File: config.mk
export PLATFORM = sky130hd
export DESIGN_NAME = mcp9808_sampler
export DESIGN_NICKNAME = d
export VERILOG_FILES = /design/src/rtl/mcp9808_pkg.sv /design/src/rtl/mcp9808_avg_acc.sv /design/src/rtl/mcp9808_sampler.sv
export SDC_FILE = /design/constraint.sdc
export NUM_CORES = 1
export LEC_CHECK = 0
export CORE_ASPECT_RATIO = 0.7
export CORE_MARGIN = 2
export CORE_UTILIZATION = 55
export DETAILED_ROUTE_END_ITERATION = 10
export GPL_ROUTABILITY_DRIVEN = 0
export HOLD_SLACK_MARGIN = 0.1
export PLACE_DENSITY = 0.83
export RECOVER_POWER = 50
export SKIP_CTS_REPAIR_TIMING = 1
export SYNTH_ARGS = -nofsm -noshare
export SYNTH_HDL_FRONTEND = slang
export SYNTH_SLANG_ARGS = --single-unit
File: constraint.sdc
create_clock -name clk -period 3.9 [get_ports clk]
set_input_delay 0.39 -clock clk [delete_from_list [all_inputs] [get_ports clk]]
set_output_delay 0.39 -clock clk [all_outputs]
set_load 0.01 [all_outputs]
File: src/rtl/mcp9808_pkg.sv
// Shared types and constants for the mcp9808 sampler.
// State encoding, sample/comparator widths and flag bit positions.
package mcp9808_pkg;

  localparam int TEMP_W = 13;
  localparam int VAL_W  = 12;
  localparam int COMP_W = 3;

  localparam int COMP_CRIT  = 2;
  localparam int COMP_UPPER = 1;
  localparam int COMP_LOWER = 0;

  typedef enum logic [2:0] {
    ST_IDLE,
    ST_REQ,
    ST_WAIT_BUSY,
    ST_WAIT_DONE,
    ST_CAPTURE
  } state_e;

endpackage

File: src/rtl/mcp9808_avg_acc.sv
// Block averager for the mcp9808 sampler: sums 2^AVG_LOG2 samples,
// emits the floor-divided mean, then restarts. Built only with TEMP_AVG_EN.
module mcp9808_avg_acc
  import mcp9808_pkg::*;
#(
  parameter int AVG_LOG2 = 3
) (
  input  logic              clk,
  input  logic              rst,
  input  logic              clear_i,
  input  logic              sample_valid_i,
  input  logic [TEMP_W-1:0] sample_i,
  output logic [TEMP_W-1:0] avg_o,
  output logic              avg_valid_o
);

  localparam int ACC_W = TEMP_W + AVG_LOG2;

  logic [ACC_W-1:0]    acc_q, acc_d;
  logic [ACC_W-1:0]    acc_base;
  logic [ACC_W-1:0]    sum;
  logic [AVG_LOG2-1:0] cnt_q, cnt_d;
  logic [AVG_LOG2-1:0] cnt_base;
  logic [TEMP_W-1:0]   avg_q, avg_d;
  logic                avg_v_q, avg_v_d;

  // A clear in the same cycle as a sample drops the old block first,
  // so that sample becomes the first of a fresh block.
  always_comb begin
    acc_d    = acc_q;
    cnt_d    = cnt_q;
    avg_d    = avg_q;
    avg_v_d  = 1'b0;
    acc_base = clear_i ? '0 : acc_q;
    cnt_base = clear_i ? '0 : cnt_q;
    sum      = acc_base
             + {{AVG_LOG2{sample_i[TEMP_W-1]}}, sample_i};
    if (sample_valid_i) begin
      if (cnt_base == '1) begin
        avg_d   = sum[ACC_W-1:AVG_LOG2];
        avg_v_d = 1'b1;
        acc_d   = '0;
        cnt_d   = '0;
      end else begin
        acc_d = sum;
        cnt_d = cnt_base + 1'b1;
      end
    end else if (clear_i) begin
      acc_d = '0;
      cnt_d = '0;
    end
  end

  // Accumulator, block counter and result registers.
  always_ff @(posedge clk) begin
    if (rst) begin
      acc_q   <= '0;
      cnt_q   <= '0;
      avg_q   <= '0;
      avg_v_q <= 1'b0;
    end else begin
      acc_q   <= acc_d;
      cnt_q   <= cnt_d;
      avg_q   <= avg_d;
      avg_v_q <= avg_v_d;
    end
  end

  assign avg_o       = avg_q;
  assign avg_valid_o = avg_v_q;

endmodule

File: src/rtl/mcp9808_sampler.sv
// Control stage for the mcp9808: schedules reads, runs the update/ready
// handshake, captures signed samples, min/max. Macro TEMP_AVG_EN adds averaging.
module mcp9808_sampler
  import mcp9808_pkg::*;
#(
  parameter int SAMPLE_PERIOD = 100_000_000,
  parameter int TIMEOUT       = 1_000_000,
  parameter int AVG_LOG2      = 3
) (
  input  logic              clk,
  input  logic              rst,
  input  logic              enable_i,
  input  logic              sample_now_i,
  input  logic              clear_i,
  output logic              dev_update_o,
  input  logic              dev_ready_i,
  input  logic [VAL_W-1:0]  dev_temp_val_i,
  input  logic              dev_temp_sign_i,
  input  logic [COMP_W-1:0] dev_temp_comp_i,
  output logic [TEMP_W-1:0] sample_o,
  output logic              sample_valid_o,
  output logic [COMP_W-1:0] alert_o,
  output logic [TEMP_W-1:0] min_o,
  output logic [TEMP_W-1:0] max_o,
  output logic              timeout_o,
  output logic              busy_o,
  output logic [TEMP_W-1:0] avg_o,
  output logic              avg_valid_o
);

  localparam int PW = $clog2(SAMPLE_PERIOD);
  localparam int TW = (TIMEOUT > 1) ? $clog2(TIMEOUT) : 1;

  state_e state_q, state_d;

  logic [PW-1:0]     per_q, per_d;
  logic              tick;
  logic [TW-1:0]     tmo_q, tmo_d;
  logic              tmo_last;
  logic              upd;
  logic              cap;
  logic              to_hit;

  logic [TEMP_W-1:0] sample_q;
  logic [COMP_W-1:0] alert_q;
  logic              valid_q;
  logic [TEMP_W-1:0] min_q, max_q;
  logic              empty_q;
  logic              timeout_q;

  assign tick     = enable_i && (per_q == PW'(SAMPLE_PERIOD - 1));
  assign tmo_last = (tmo_q == TW'(TIMEOUT - 1));

  // Period counter wraps while enabled and parks at zero otherwise.
  always_comb begin
    per_d = per_q + 1'b1;
    if (!enable_i || tick) begin
      per_d = '0;
    end
  end

  // Next-state logic; update is only driven while the device is ready.
  always_comb begin
    state_d = state_q;
    tmo_d   = tmo_q;
    upd     = 1'b0;
    cap     = 1'b0;
    to_hit  = 1'b0;
    unique case (state_q)
      ST_IDLE: begin
        if (tick || sample_now_i) begin
          state_d = ST_REQ;
        end
      end
      ST_REQ: begin
        if (dev_ready_i) begin
          upd     = 1'b1;
          tmo_d   = '0;
          state_d = ST_WAIT_BUSY;
        end
      end
      ST_WAIT_BUSY: begin
        if (!dev_ready_i) begin
          tmo_d   = '0;
          state_d = ST_WAIT_DONE;
        end else if (tmo_last) begin
          to_hit  = 1'b1;
          state_d = ST_IDLE;
        end else begin
          tmo_d = tmo_q + 1'b1;
        end
      end
      ST_WAIT_DONE: begin
        if (dev_ready_i) begin
          state_d = ST_CAPTURE;
        end else if (tmo_last) begin
          to_hit  = 1'b1;
          state_d = ST_IDLE;
        end else begin
          tmo_d = tmo_q + 1'b1;
        end
      end
      ST_CAPTURE: begin
        cap     = 1'b1;
        state_d = ST_IDLE;
      end
      default: begin
        state_d = ST_IDLE;
      end
    endcase
  end

  // FSM, period and timeout counters.
  always_ff @(posedge clk) begin
    if (rst) begin
      state_q <= ST_IDLE;
      per_q   <= '0;
      tmo_q   <= '0;
    end else begin
      state_q <= state_d;
      per_q   <= per_d;
      tmo_q   <= tmo_d;
    end
  end

  // Sample capture; valid is the registered CAPTURE strobe.
  always_ff @(posedge clk) begin
    if (rst) begin
      sample_q <= '0;
      alert_q  <= '0;
      valid_q  <= 1'b0;
    end else begin
      valid_q <= cap;
      if (cap) begin
        sample_q <= {dev_temp_sign_i, dev_temp_val_i};
        alert_q  <= dev_temp_comp_i;
      end
    end
  end

  // Min/max tracking; a coincident clear makes this sample the first.
  always_ff @(posedge clk) begin
    if (rst) begin
      min_q   <= '0;
      max_q   <= '0;
      empty_q <= 1'b1;
    end else if (valid_q) begin
      empty_q <= 1'b0;
      if (clear_i || empty_q) begin
        min_q <= sample_q;
        max_q <= sample_q;
      end else begin
        if ($signed(sample_q) < $signed(min_q)) begin
          min_q <= sample_q;
        end
        if ($signed(sample_q) > $signed(max_q)) begin
          max_q <= sample_q;
        end
      end
    end else if (clear_i) begin
      min_q   <= '0;
      max_q   <= '0;
      empty_q <= 1'b1;
    end
  end

  // Sticky timeout flag; a new timeout outranks a clear.
  always_ff @(posedge clk) begin
    if (rst) begin
      timeout_q <= 1'b0;
    end else if (to_hit) begin
      timeout_q <= 1'b1;
    end else if (clear_i) begin
      timeout_q <= 1'b0;
    end
  end

`ifdef TEMP_AVG_EN
  mcp9808_avg_acc #(
    .AVG_LOG2(AVG_LOG2)
  ) u_avg (
    .clk           (clk),
    .rst           (rst),
    .clear_i       (clear_i),
    .sample_valid_i(valid_q),
    .sample_i      (sample_q),
    .avg_o         (avg_o),
    .avg_valid_o   (avg_valid_o)
  );
`else
  assign avg_o       = '0;
  assign avg_valid_o = 1'b0;
`endif

  assign dev_update_o   = upd;
  assign sample_o       = sample_q;
  assign sample_valid_o = valid_q;
  assign alert_o        = alert_q;
  assign min_o          = min_q;
  assign max_o          = max_q;
  assign timeout_o      = timeout_q;
  assign busy_o         = (state_q != ST_IDLE);

endmodule
* Word-level counts from Yosys, hierarchy flattened
Index checks and enable logic that the tools add are counted.
** Word-level totals
- Flip-flop bits (word level) :: 95
- Input port bits :: 22
- Output and inout port bits :: 60
** Operators by class
- Add/sub/neg operators :: 2
- $lt $le $gt $ge :: 2
- Equal/unequal tests :: 11
- Muxes and demuxes :: 29
- Reductions and logical operators :: 15
** Operator list (count)
- 2-to-1 mux 13 bit :: 7
- 2-to-1 mux 20 bit :: 4
- case mux 20 bit (3 select lines) :: 1
- adder 27 x 1 -> 27 bit (second input constant) :: 1
- equality test 27 bit (second input constant) :: 1
- adder 20 x 1 -> 20 bit (second input constant) :: 1
- equality test 20 bit (second input constant) :: 1
- 2-to-1 mux 3 bit :: 5
- > comparator 13 bit :: 1
- less-than comparator 13 bit :: 1
- case mux 3 bit (4 select lines) :: 1
- 2-to-1 mux 1 bit :: 10
- equality test 3 x 2 -> 1 bit (second input constant) :: 2
- != test 2 bit (second input constant) :: 3
- != test 3 x 1 -> 1 bit (second input constant) :: 2
- AND reduction 2 bit :: 3
- nonzero test 3 bit :: 2
- nonzero test 2 bit :: 2
- equality test 3 x 1 -> 1 bit (second input constant) :: 1
- equality test 3 bit (second input constant) :: 1
- zero test 3 bit :: 1
- logical OR 1 bit :: 3
- AND reduction 3 bit :: 1
- case mux 1 bit (2 select lines) :: 1
- other kinds (3) :: 3

* Logic depth before layout (Yosys ltp)
Gate-level depths: netlist (run 1).
- Depth after elaboration :: 5
- Gate-level depth with buffers :: 9
- Depth with buffers taken out :: 8

* Least setup slack after synthesis (run 1)
Ideal clock, no wire load.
- Kind :: reg2reg
- Start :: register sample_q[10] (netlist: sample_o[10])
- End :: register min_q[10] (netlist: min_o[10])
- Library setup time :: 0.117 ns
- Arrival time :: 1.943 ns
- Data required time :: 3.783 ns
- Path slack :: 1.841 ns
- Stages on the path, launching flop included :: 8
- Buffers on the path :: 1
- Clock period less this slack :: 2.059 ns
- Cell sequence :: dfxtp_1 -> ha_1 -> a21o_1 -> a2111oi_2 -> o211ai_1 -> a21bo_2 -> buf_2 -> a22o_1
** On the way
- Cells in the longest elaborated chain, start to end :: 3
** RTL lines
- from (decl) :: RTL line mcp9808_sampler.sv:44 : logic [TEMP_W-1:0] sample_q;
- from (signal assigned) :: RTL line mcp9808_sampler.sv:135 : sample_q <= {dev_temp_sign_i, dev_temp_val_i};
- less-than comparator 13 bit or 2-to-1 mux 13 bit (tied branches) :: RTL line mcp9808_sampler.sv:153 : if ($signed(sample_q) < $signed(min_q)) begin
- != test 3 x 1 -> 1 bit (no line) or 2-to-1 mux 13 bit (tied branches)
- AND reduction 2 bit (no line) or 2-to-1 mux 13 bit (tied branches)
- to (signal assigned) :: RTL line mcp9808_sampler.sv:150 : min_q <= sample_q;
- to (signal assigned) :: RTL line mcp9808_sampler.sv:154 : min_q <= sample_q;
- to (decl) :: RTL line mcp9808_sampler.sv:47 : logic [TEMP_W-1:0] min_q, max_q;
Parallel ways exist; a longest one is shown, timed or not. The select of a mux whose other input is x is not followed.
A chain may end at the register's enable or synchronous reset.

* Worst setup path in the final report (run 1)
- Start :: register max_q[12] (netlist: max_o[12])
- End :: register max_q[9] (netlist: max_o[9])
** On the way
- Cells in the longest elaborated chain, start to end :: 3
** RTL lines
- from (decl) :: RTL line mcp9808_sampler.sv:47
- from (signal assigned) :: RTL line mcp9808_sampler.sv:151 : max_q <= sample_q;
- from (signal assigned) :: RTL line mcp9808_sampler.sv:157 : max_q <= sample_q;
- > comparator 13 bit :: RTL line mcp9808_sampler.sv:156 : if ($signed(sample_q) > $signed(max_q)) begin
- != test 3 x 1 -> 1 bit (no line)
- AND reduction 2 bit (no line)
No other way between the ends.

==> flow_summary.yaml, run 1 <==
timing:
  maxSlewViolCount: 0
  setup_tns_ns: 0
  period_share_pct: 72.72
  setup_viol: 0
  slew-limit-headroom_pct: 21.53
  worstMarginPinSlew_ns: 1.176
  hold_ws_ns: 0.4566
  worst_slack_ns: 1.064
  hold_viol_final: 0
  rsz0062_at_grt: "false"
  skew_ns: 0.005444
  fin_crit_ns: 2.836
  fmax_mhz: 352.6
floorplanning:
  coreArea_sq_um: 8040
  start_util_pct: 57.73
  die_w_microns: 113.8
  row_count: 27
  die_h_microns: 80.87
  die_area_sq_um: 9203
  ioPinCount: 82
yosys:
  synth_warnings: 0
  synth-edff-count: 0
  async_flop_share_pct: 0
  syn_inst: 539
  ys_ff_latch: 95
  ys_types: 55
  synth_area_leader_cell: "dfxtp_1"
  synthTopCellsByArea: "dfxtp_1 (41%), ha_1 (7.3%), xor2_1 (5.3%)"
  netlist_area_sq_um: 4642
  synth-main-ff-cell: "dfxtp_1"
  yosysSeqAreaShare_pct: 40.97
  synth_top_cell_area_share_pct: 40.97
  synth.avg_cell_area_sq_um: 8.612
clock_tree:
  cts_root_buf: "clkbuf_16"
  cts_buffer_depth: 2
  cts_buffers: 9
  clk_pin_slew_worst_paths_ns: 0.06
  htreeDepth: 3
  clkLatencyLatePin_ns: 0.34
  cts_tree: "yes"
  cts_sinks: 95
global_routing:
  grt_antenna_before_repair: 0
  grtUsageTotal_pct: 24.27
  grt_pass1_wl_mm: 17.61
  grt_max_degree: 27
  overflow: 0
  grt_pass1_vias: 3646
worst_hold_path:
  min_from: "alert_o[1]"
  hold_path_class: "register to register"
power_and_ir_drop:
  cellPowerDensity_nw_per_um2: 362.6
  vdd_drop_max_uv: 244.0
  p_leak_nw: 2.230
setup_path:
  cp-start-kind: "register"
  r2r_start: "max_o[12]"
  crit_family: "simple AND/OR/NAND/NOR gates"
  worst_ep_arrival_time_ns: 3.11
  slowest_delay_ns: 0.93
  startpoint: "max_o[12]"
  end_kind: "register"
  worstSetupPathType: "register to register"
  crit_fanout: 13
  cp.required_ns: 4.17
  worst-path-buf-inv: 1
  crit_slowest_cell: "nor2b_1"
  crit_chain: "inv_1, ha_1, nand4_1, nor3_1, a211oi_1, a22oi_1, nor2b_1, a22o_1"
drt:
  drt-initial-drc-count: 271
  viasPerCell: 5.720
  post-route-drc-count: 0
  via_count: 4004
  firstDrtPassIters: 5
  wl_per_cell_microns: 15.63
  drtAntennaViolNets: 0
  drt-total-wl_mm: 10.94
flow_run:
  maxCapViolCount: 0
outcome:
  outcome: "complete, no violations"
placement:
  portBuffers: 67
  dp_slack_ns: 1.056
  dp_cells: 684
  dpl.hpwl_mm: 7.658
finish:
  multi_input_area_sq_um: 2435
  mostFrequentLayoutCells: "dfxtp_1 (95), nand2_1 (58), nor2_1 (56)"
  area_growth_pct: 20.40
  final-instance-count-excl-fill: 700
  regArea_sq_um: 1902
  antenna_cells: 0
  fill_cells: 651
  nets: 643
  final_common_cell: "dfxtp_1"
  drive_gt1_share_pct: 4.341
[synth_stat cells (4+ instances only)]
cell type / number
buf_4: 15
a21o_1: 5
a22o_1: 26
nor3_1: 9
nand2_1: 58
dfxtp_1: 95
nand4_1: 18
nand3_1: 19
xor2_1: 28
a21oi_1: 35
and2_1: 5
inv_1: 34
nand2b_1: 6
o21ai_0: 12
clkbuf_1: 12
a31oi_1: 4
nor2_1: 56
buf_2: 7
ha_1: 27
and3_1: 6
or3_1: 7
xnor2_1: 7
[metal layers]
layer | routed length, microns | global-route usage (%)
met5 | 0 | 0
met4 | 98 | 5.854
met3 | 726 | 6.194
met2 | 4994 | 38.74
met1 | 5118 | 33.35
[cell families after synthesis]
logic type,share of synthesized area [%]
compound gates,15.26
xor+xnor,6.604
fa+ha+maj,7.278
buf+inv,7.628
flops,40.97
other cells,0.08078
simple gates,22.18
[worst register-to-register path, delay by kind of cell, from the launching register on]
family	cells	cell delay, ns
adders and majority gates	1	0.31
DFF	1	0.38
AOI/OAI and AO/OA	3	0.57
and+or+nand+nor	3	1.45
buffers and inverters	1	0.06
[registers in the layout (all words and copies together) (netlist names)]
name / count
per_q: 27
sample_o: 13
sample_valid_o: 1
max_o: 13
alert_o: 3
empty_q: 1
min_o: 13
state_q: 3
tmo_q: 20
timeout_o: 1
[worst paths after layout]
check,slack (ns),endpoint,cells past startpoint
setup reg to reg,1.06,max_o[9],8
setup / recovery,1.06,max_o[9],8
hold reg to reg,0.46,alert_o[1],2
hold / removal,0.46,alert_o[1],2
[final cells by class]
cell class              count  area share, %
repair buffers             68          12.07
clock buffers              11          4.343
well taps                 101          2.261
flip-flops and latches     95          34.03
multi-input cells         386          43.56
clock inverters             5          1.455
inverters                  34          2.283
[power by group]
group / total [mW] / switching, mW / internal [mW]
registers: 0.984 / 0.00817 / 0.976
logic: 0.102 / 0.0604 / 0.0419
clock network: 0.940 / 0.361 / 0.579
[through the flow]
| stage | cell area, sq um | total power, mW | util, % |
|---|---|---|---|
| after global routing | 5589 | 2.090 | 69.51 |
| after CTS | 5593 | 2.037 | 69.56 |
| final | 5589 | 2.026 | 69.51 |
| after detailed placement | 5269 | 1.107 | 65.53 |
| after global placement | 5269 | 1.105 | 65.53 |
| after floorplan | 4691 | 1.080 | - |
No activity file was read; power rests on OpenSTA's default activity.
==> run 2, diff against run 1 <==
- CORE_UTILIZATION: 55 -> 53
- PLACE_DENSITY: 0.83 -> 0.8
- clock period: 3.9 -> 2.8 ns (I/O delays scaled with it)
==> flow_summary.yaml, run 2 (same netlist as run 1, synthesis figures left out) <==
setup_path:
  reg2reg_depth: 7
  rrSetupSlack_ns: 0.24
  crit_cells: 7
  endpoint: "max_o[8]"
  r2r_end: "max_o[8]"
  end_kind: "register"
  crit_fanout: 13
  crit_family: "simple AND/OR/NAND/NOR gates"
  worst-path-buf-inv: 0
  cp-start-kind: "register"
  crit_chain: "ha_1, nand4_1, nor3_1, a211oi_1, a22oi_1, nor2b_1, a22o_1"
  slowest_delay_ns: 0.80
  worst_ep_arrival_time_ns: 2.85
  worstSetupPathType: "register to register"
  r2r_start: "sample_o[12]"
  startpoint: "sample_o[12]"
  cp.required_ns: 3.09
  crit_slowest_cell: "nor2b_1"
power_and_ir_drop:
  p_leak_nw: 2.221
  vdd_drop_max_uv: 442.0
  cellPowerDensity_nw_per_um2: 490.4
clock_tree:
  cts_buffer_depth: 2
  cts_sinks: 95
  cts_root_buf: "clkbuf_16"
  clk_pin_slew_worst_paths_ns: 0.07
  cts_buffers: 9
  cts_tree: "yes"
  htreeDepth: 3
  clkLatencyLatePin_ns: 0.35
global_routing:
  grt_antenna_before_repair: 0
  overflow: 0
  grt_pass1_vias: 3570
  grt_max_degree: 27
  grtUsageTotal_pct: 23.54
  grt_pass1_wl_mm: 17.48
worst_hold_path:
  hold_path_class: "register to register"
  whs_path_depth: 2
finish:
  area_growth_pct: 21.02
  fill_cells: 710
  mostFrequentLayoutCells: "dfxtp_1 (95), nand2_1 (58), nor2_1 (56)"
  design_area_sq_um: 5618
  largest_reg_flops: 27
  drive_gt1_share_pct: 4.793
  final_common_cell: "dfxtp_1"
  antenna_cells: 0
  nets: 649
  regMostFlops: "per_q"
  reg.largest.list: "per_q: 27 flops, tmo_q: 20 flops"
timing:
  maxSlewViolCount: 0
  slew-limit-headroom_pct: 27.97
  period_share_pct: 91.54
  fmax_mhz: 390.1
  hold_viol_final: 0
  rsz0062_at_grt: "false"
  worstMarginPinSlew_ns: 1.080
  setup_tns_ns: 0
  skew_ns: 0.008310
  worst_slack_ns: 0.2367
  hold_ws_ns: 0.4562
  fin_crit_ns: 2.563
  setup_viol: 0
drt:
  drt-total-wl_mm: 10.93
  wl_per_cell_microns: 15.07
  post-route-drc-count: 0
  drtAntennaViolNets: 0
  via_count: 4016
  viasPerCell: 5.539
  firstDrtPassIters: 5
  drt-initial-drc-count: 322
placement:
  dpl.hpwl_mm: 7.826
  portBuffers: 67
  placed_area_sq_um: 5338
  dp_slack_ns: 0.3051
floorplanning:
  row_count: 28
  ioPinCount: 82
  die_area_sq_um: 9535
  die_w_microns: 115.9
  coreArea_sq_um: 8478
  die_h_microns: 82.30
  start_util_pct: 54.75
outcome:
  outcome: "complete, no violations"
flow_run:
  maxCapViolCount: 0
[run 2: layout make-up]
cell class	instances	area [sq um]	share of cell area [%]
clock buffers	10	229.0	4.076
clock inverters	6	70.07	1.247
inverters	34	127.6	2.272
multi-input cells	386	2424	43.14
flip-flops and latches	95	1902	33.85
well taps	120	150.1	2.673
repair buffers	74	715.7	12.74
[run 2: worst min path at each step]
stage	from	slack, ns	endpoint
floorplan	dev_temp_comp_i[0]	0.42	alert_o[0]
global placement	alert_o[2]	0.44	alert_o[2]
global route	alert_o[2]	0.48	alert_o[2]
detailed placement	alert_o[2]	0.45	alert_o[2]
CTS	alert_o[0]	0.46	alert_o[0]
finish	alert_o[2]	0.46	alert_o[2]
[run 2: where the power goes]
group,switching [mW],internal (mW)
logic,0.0855,0.0628
registers,0.0119,1.36
clock network,0.539,0.697
[run 2: per-layer routing]
metal	global-route usage [%]	vias up	wire, microns
met5	0	-	0
met4	6.786	0	153
met3	6.569	14	726
met2	35.85	129	4812
met1	32.82	1910	5235
li1	-	1963	-
[run 2: worst reg2reg max path, cell delays in order (launching register included)]
cell      delay, ns
dfxtp_1        0.37
ha_1           0.36
nand4_1        0.18
nor3_1         0.26
a211oi_1       0.07
a22oi_1        0.21
nor2b_1        0.80
a22o_1         0.25
[run 2: through the flow]
step                      util (%)  std cells  power (mW)
after floorplan                  -        552       1.504
after global placement       62.96        709       1.546
after detailed placement     62.96        709       1.550
after CTS                    66.48        725       2.771
after global routing         66.26        725       2.837
final                        66.26        725       2.755
==> run 3, diff against run 2 <==
- CORE_UTILIZATION: 53 -> 45
- PLACE_DENSITY: 0.8 -> 0.7
- REMOVE_ABC_BUFFERS: unset -> 1
- clock period: 2.8 -> 3.13 ns (I/O delays scaled with it)
==> flow_summary.yaml, run 3 (same netlist as run 1, synthesis figures left out) <==
setup_path:
  crit_fanout: 13
  cp.required_ns: 3.40
  worstSetupPathType: "register to register"
  end_kind: "register"
  worst_ep_arrival_time_ns: 2.89
  cp-start-kind: "register"
timing:
  rsz0062_at_grt: "false"
  worst_slack_ns: 0.5129
  worstMarginPinSlew_ns: 1.087
  fin_crit_ns: 2.617
  fmax_mhz: 382.1
  hold_viol_final: 0
  setup_tns_ns: 0
  setup_viol: 0
  slew-limit-headroom_pct: 27.52
  skew_ns: 0.005282
  maxSlewViolCount: 0
  period_share_pct: 83.61
power_and_ir_drop:
  cellPowerDensity_nw_per_um2: 433.5
  p_leak_nw: 2.234
  vdd_drop_max_uv: 258.2
finish:
  reg.largest.list: "per_q: 27 flops, tmo_q: 20 flops"
  mostFrequentLayoutCells: "dfxtp_1 (95), nand2_1 (58), nor2_1 (56)"
  final_common_cell: "dfxtp_1"
  nets: 648
  area_growth_pct: 21.11
  drive_gt1_share_pct: 4.801
  regMostFlops: "per_q"
  design_area_sq_um: 5622
  antenna_cells: 0
  largest_reg_flops: 27
  final-instance-count-excl-fill: 732
  utilization_pct: 56.95
clock_tree:
  cts_buffer_depth: 2
  cts_root_buf: "clkbuf_16"
  cts_tree: "yes"
  clkLatencyLatePin_ns: 0.34
  clk_pin_slew_worst_paths_ns: 0.06
  htreeDepth: 3
  cts_buffers: 9
  cts_sinks: 95
floorplanning:
  die_w_microns: 125.4
  coreArea_sq_um: 9872
  ioPinCount: 82
  die_h_microns: 88.98
  die_area_sq_um: 11160
  start_util_pct: 47.02
  row_count: 30
placement:
  dp_slack_ns: 0.5621
  dp_cells: 716
  portBuffers: 67
  placed_area_sq_um: 5340
  dpl.hpwl_mm: 7.815
worst_hold_path:
  hold_path_class: "register to register"
drt:
  via_count: 3858
  drtAntennaViolNets: 0
  wl_per_cell_microns: 14.95
  firstDrtPassIters: 4
  wl_met1_mm: 5.413
  drt-initial-drc-count: 341
  top_layer: "met4"
  viasPerCell: 5.270
  dr_wl_met3_microns: 674
  wl_met2_mm: 4.769
  post-route-drc-count: 0
  drt-total-wl_mm: 10.94
global_routing:
  grt_max_degree: 27
  overflow: 0
  grt_pass1_vias: 3599
  grt_antenna_before_repair: 0
  grtUsageTotal_pct: 19.99
  grt_pass1_wl_mm: 17.89
flow_run:
  maxCapViolCount: 0
outcome:
  outcome: "complete, no violations"
[run 3: area by class of cell]
type | count | area, sq um
multi-input cells | 386 | 2429
clock buffers | 12 | 246.5
well taps | 128 | 160.2
clock inverters | 4 | 45.04
flip-flops and latches | 95 | 1902
inverters | 34 | 127.6
fillers | 899 | 4250
repair buffers | 73 | 711.9
[run 3: path summary, 6_finish.rpt]
path	startpoint	to	slack (ns)	cells after the start
worst max-delay path	max_o[12]	max_o[5]	0.51	8
worst min-delay path	alert_o[2]	alert_o[2]	0.45	2
worst max register to register	max_o[12]	max_o[5]	0.51	8
worst min register to register	alert_o[2]	alert_o[2]	0.45	2
[run 3: metal layers]
metal | GRT usage (%) | up-vias
met5 | 0 | -
met4 | 5.455 | 0
met3 | 4.788 | 6
met2 | 30.24 | 98
met1 | 28.84 | 1792
li1 | - | 1962
[run 3: where the power goes]
group / internal (mW) / switching (mW) / total (mW) / leakage (nW)
combinational: 0.0574 / 0.0757 / 0.133 / 1.32
clock: 0.637 / 0.440 / 1.08 / 0.146
sequential: 1.22 / 0.0104 / 1.23 / 0.766
[run 3: critical path: stages, from the launching register on]
cell       delay, ns
dfxtp_1         0.35
inv_1           0.05
ha_1            0.33
nand4_1         0.18
o2111ai_1       0.25
a211oi_1        0.07
a22oi_1         0.22
nor2b_1         0.85
a22o_1          0.25
[run 3: metrics by stage]
| stage | power (mW) | hold WS, ns |
|---|---|---|
| 2_1_floorplan | 1.317 | 0.3821 |
| 3_3_place_gp | 1.384 | 0.4408 |
| 3_5_place_dp | 1.387 | 0.4484 |
| 4_1_cts | 2.466 | 0.4576 |
| 5_1_grt | 2.531 | 0.4909 |
| 6_report | 2.437 | 0.4520 |
